## config.mk

```make
export PLATFORM = sky130hd
export DESIGN_NAME = fir_mac_engine
export DESIGN_NICKNAME = d
export VERILOG_FILES = /design/src/rtl/fir_mac_engine.sv
export SDC_FILE = /design/constraint.sdc
export NUM_CORES = 2
export LEC_CHECK = 0
export CAP_MARGIN = 20
export CORE_ASPECT_RATIO = 1.2
export CORE_MARGIN = 10
export CORE_UTILIZATION = 40
export CTS_CLUSTER_DIAMETER = 40
export DETAILED_ROUTE_END_ITERATION = 8
export HOLD_SLACK_MARGIN = 0.03
export PLACE_DENSITY = 0.58
export SYNTH_ARGS = -nofsm -noshare
export SYNTH_HDL_FRONTEND = slang
export SYNTH_SLANG_ARGS = --single-unit
```

## constraint.sdc

```tcl
create_clock -name clk -period 20.8 [get_ports clk]
set_input_delay 2.08 -clock clk [delete_from_list [all_inputs] [get_ports clk]]
set_output_delay 2.08 -clock clk [all_outputs]
set_load 0.01 [all_outputs]
```

## src/rtl/fir_mac_engine.sv

```systemverilog
// Time-multiplexed FIR multiply-accumulate stage: one multiplier, one tap per cycle,
// full-width signed result handed to the downstream saturator with valid/ready.
module fir_mac_engine #(
  parameter int TAPS = 16,
  parameter int DW   = 16,
  parameter int CW   = 16,
  parameter int N    = 36,
  localparam int AW  = $clog2(TAPS)
) (
  input  logic                 clk,
  input  logic                 rst_n,
  input  logic                 in_valid,
  output logic                 in_ready,
  input  logic signed [DW-1:0] in_data,
  input  logic                 coef_we,
  input  logic        [AW-1:0] coef_addr,
  input  logic signed [CW-1:0] coef_wdata,
  output logic                 out_valid,
  input  logic                 out_ready,
  output logic signed [N-1:0]  out_acc
);

  typedef enum logic [1:0] {IDLE, MAC, DONE} state_t;

  state_t                state;
  logic signed [DW-1:0]  x [TAPS];
  logic signed [CW-1:0]  c [TAPS];
  logic signed [N-1:0]   acc;
  logic        [AW-1:0]  tap;

  logic signed [DW+CW-1:0] prod;
  logic signed [N-1:0]     acc_sum;

  // Both operands are signed, so the product is a full signed DW+CW result.
  assign prod    = x[tap] * c[tap];
  assign acc_sum = acc + {{(N-DW-CW){prod[DW+CW-1]}}, prod};

  always_ff @(posedge clk) begin
    if (!rst_n) begin
      state     <= IDLE;
      acc       <= '0;
      out_acc   <= '0;
      tap       <= '0;
      out_valid <= 1'b0;
      in_ready  <= 1'b1;
      // NOTE: delay line and coefficient bank must read as zero after reset, so they
      // are flops with a reset rather than an unreset RAM.
      for (int k = 0; k < TAPS; k++) begin
        x[k] <= '0;
        c[k] <= '0;
      end
    end else begin
      // NOTE: every state register uses <= so all updates see pre-edge values.
      case (state)
        IDLE: begin
          // A write in the same cycle as an accept lands before the first MAC cycle.
          if (coef_we) c[coef_addr] <= coef_wdata;
          if (in_valid) begin
            x[0] <= in_data;
            for (int k = 1; k < TAPS; k++) x[k] <= x[k-1];
            acc      <= '0;
            tap      <= '0;
            in_ready <= 1'b0;
            state    <= MAC;
          end
        end
        MAC: begin
          acc <= acc_sum;
          tap <= tap + 1'b1;
          if (tap == AW'(TAPS-1)) begin
            out_acc   <= acc_sum;
            out_valid <= 1'b1;
            state     <= DONE;
          end
        end
        DONE: begin
          if (out_ready) begin
            out_valid <= 1'b0;
            in_ready  <= 1'b1;
            state     <= IDLE;
          end
        end
        default: state <= IDLE;
      endcase
    end
  end

endmodule

```

==> flow_metrics.tcl <==
set metrics [dict create \
    nets 3547 \
    p_leak_uw 0.01709 \
    dp_hpwl_um 60350 \
    relSlewSlack_pct 27.38 \
    setup_ws_ps 10180 \
    ys_types 74 \
    cts_resized 0 \
    port_buffers 78 \
    rsz0062_at_grt "false" \
    vdd_drop_max_mv 0.1855 \
    cts_tree "built" \
    crit_fanout 94 \
    hp-start "out_acc[32]$_SDFFE_PN0P_" \
    dieArea_um2 106200 \
    grt_overflow 0 \
    async_reset_ff_share_pct 0 \
    final-hold-violation-count 0 \
    routed_wl_um 88090 \
    synth.avg_cell_area_um2 12.24 \
    syn-instance-count 3054 \
    use_met3_pct 2.496 \
    clk_latency_ps 650 \
    setup_viol 0 \
    ys_seq_area_share_pct 45.61 \
    postCtsHoldBufs 0 \
    postCtsSetupRepairBufs 0 \
    grtUsageMet1_pct 21.61 \
    layout_common_cells "521 x and2_1, 512 x edfxtp_1, 320 x inv_1, 263 x fa_1, 206 x nor2_1" \
    ant_nets 0 \
    max_freq_mhz 94.12 \
    crit_path_max_incr_delay_ps 820 \
    area.growth.synth_to_final_pct 13.69 \
    core-area_um2 92500 \
    arrival_ps 11150 \
    post-route-period-util_pct 51.08 \
    initial_core_util_pct 40.43 \
    cts_max_path_buffers 3 \
    cpMaxStageDelayCell "dfxtp_4" \
    rows 122 \
    antenna_found_initial 0 \
    final_common_cell "and2_1" \
    max-cap-violations 0 \
    ys_ff_latch 596 \
    p_clk_share_pct 22.9 \
    hold_path.class "reg2reg" \
    pin_count 79 \
    htreeDepth 3 \
    drtIter0Drc 1535 \
    grt_use_total_pct 16.57 \
    crit_type "reg2reg" \
    clock-sinks 596 \
    fillerInstances 8487 \
    synth_nets 3477 \
    power.density_nw_per_um2 149.5 \
    cpMostUsedCell "fa_1" \
    die_height_um 354.9 \
    power_frac_seq_pct 22.3 \
    root_buffer "clkbuf_16" \
    end_kind "register" \
    layout-drive-gt1-share_pct 12.72 \
    diodes 0 \
    post_drt_wl_per_cell_um 19.87 \
    first_global_vias 24866 \
    dp_slack_ps 10070 \
    p_int_uw 3676 \
    status "complete, no violations" \
    die_x_um 299.1 \
    worst_pin_slew_ps 1085 \
    vias_per_cell 5.181 \
    grtUsageMet2_pct 28.43 \
    place_congestion 0.9127 \
    grt_max_degree 122 \
    required_ps 21330 \
    final.setup.tns_ps 0 \
    ys_warn_count 0 \
    cts_buffers 86 \
    clkTransAtPathRegs_ps 60 \
    comb_power_share_pct 54.8 \
    synth_area_um2 37400 \
    grt_busiest_layer "met2" \
    swShare_pct 42.18 \
    period_needed_ps 10630 \
    vias 22967 \
    worstSetupStartpointType "register" \
    firstDrtPassIters 5 \
    skew_ps 29.60 \
    drv_slew 0 \
    synth_flop_cell "edfxtp_1" \
    switching_power_uw 2682 \
    grt_pass1_wl_um 140900 \
    synth_edf_count 512 \
    drc 0 \
]
-- metal layers --
metal  vias up  routed length [um]
li1      10521                   -
met1     11781               38880
met2       528               43230
met3       137                3985
met4         0                2000
met5         -                   0
-- registers in the layout (all words and copies together), names as in the netlist, named ones only --
name	flops
acc	36
tap	4
c	256
out_valid	1
out_acc	36
in_ready	1
x	256
state	2
-- logic make-up after synthesis --
| family | count (synthesis) | synth area share (%) |
|---|---|---|
| simple gates | 1049 | 14.75 |
| flops | 596 | 45.61 |
| compound gates | 299 | 5.407 |
| fa+ha+maj | 382 | 18.06 |
| buf+inv | 478 | 4.982 |
| mux | 183 | 9.589 |
| xor+xnor | 67 | 1.606 |
-- worst max-delay path: cells and delay by family, from the launching register on --
kind	cells	cell delay, ps
and+or+nand+nor	4	600
muxes	2	880
DFF	1	820
buffers and inverters	5	880
AOI/OAI and AO/OA	13	3220
adders and majority gates	8	3740
xor gates and xnor gates	2	290
-- cell type report --
| class | count | area [um2] | share of cell area (%) |
|---|---|---|---|
| Clock buffer | 95 | 2207 | 5.191 |
| Clock inverter | 62 | 699.4 | 1.645 |
| Inverter | 325 | 1220 | 2.869 |
| Multi-Input combinational cell | 1980 | 18510 | 43.53 |
| Sequential cell | 596 | 17070 | 40.15 |
| Tap cell | 1240 | 1551 | 3.649 |
| Timing Repair Buffer | 135 | 1262 | 2.969 |
-- worst paths after layout --
| kind | endpoint | slack (ps) | cells after the start |
|---|---|---|---|
| hold / removal | out_acc[32]$_SDFFE_PN0P_ | 450 | 2 |
| setup / recovery | out_acc[35]$_SDFFE_PN0P_ | 10180 | 34 |
| setup reg to reg | out_acc[35]$_SDFFE_PN0P_ | 10180 | 34 |
| hold reg to reg | out_acc[32]$_SDFFE_PN0P_ | 450 | 2 |
-- through the flow --
stage / total power, uW / cells / utilization, % / cell area (um2) / hold WS [ps]
6_report: 6357 / 4433 / 45.96 / 42510 / 450.0
5_1_grt: 6875 / 4433 / 45.96 / 42510 / 473.0
4_1_cts: 6399 / 4429 / 45.88 / 42440 / 450.3
3_5_place_dp: 4913 / 4272 / 42.74 / 39540 / 444.6
3_3_place_gp: 4845 / 4269 / 42.71 / 39510 / 436.3
2_1_floorplan: 4164 / 3054 / - / 37400 / 427.1
-- cell usage after synthesis (all sizes together), types with 11 or more instances --
cell type	number	area, um2
mux4	138	3108
fa	263	5265
a21o	27	210.2
xor2	19	166.4
clkbuf	104	390.4
nand3	20	100.1
a31oi	12	120.1
edfxtp	512	15370
nand2b	47	294.0
xnor2	47	411.6
and3	12	75.07
dfxtp	84	1682
o21ai	78	442.9
buf	49	252.7
nand2	202	760.7
nor2	207	777.0
and2	521	3259
mux2	22	247.7
o21a	17	127.6
mux2i	23	230.2
ha	119	1489
nor3	11	55.05
inv	324	1216
a22oi	20	150.1
a21oi	90	465.5
-- power by group through the flow --
stage	Clock (uW)	Sequential (uW)	Combinational, uW
4_1_cts	1490	1420	3490
2_1_floorplan	0	1430	2730
3_5_place_dp	0	1440	3470
5_1_grt	1540	1430	3910
3_3_place_gp	0	1440	3410
6_report	1450	1420	3480
No activity file was read; power rests on OpenSTA's default activity.
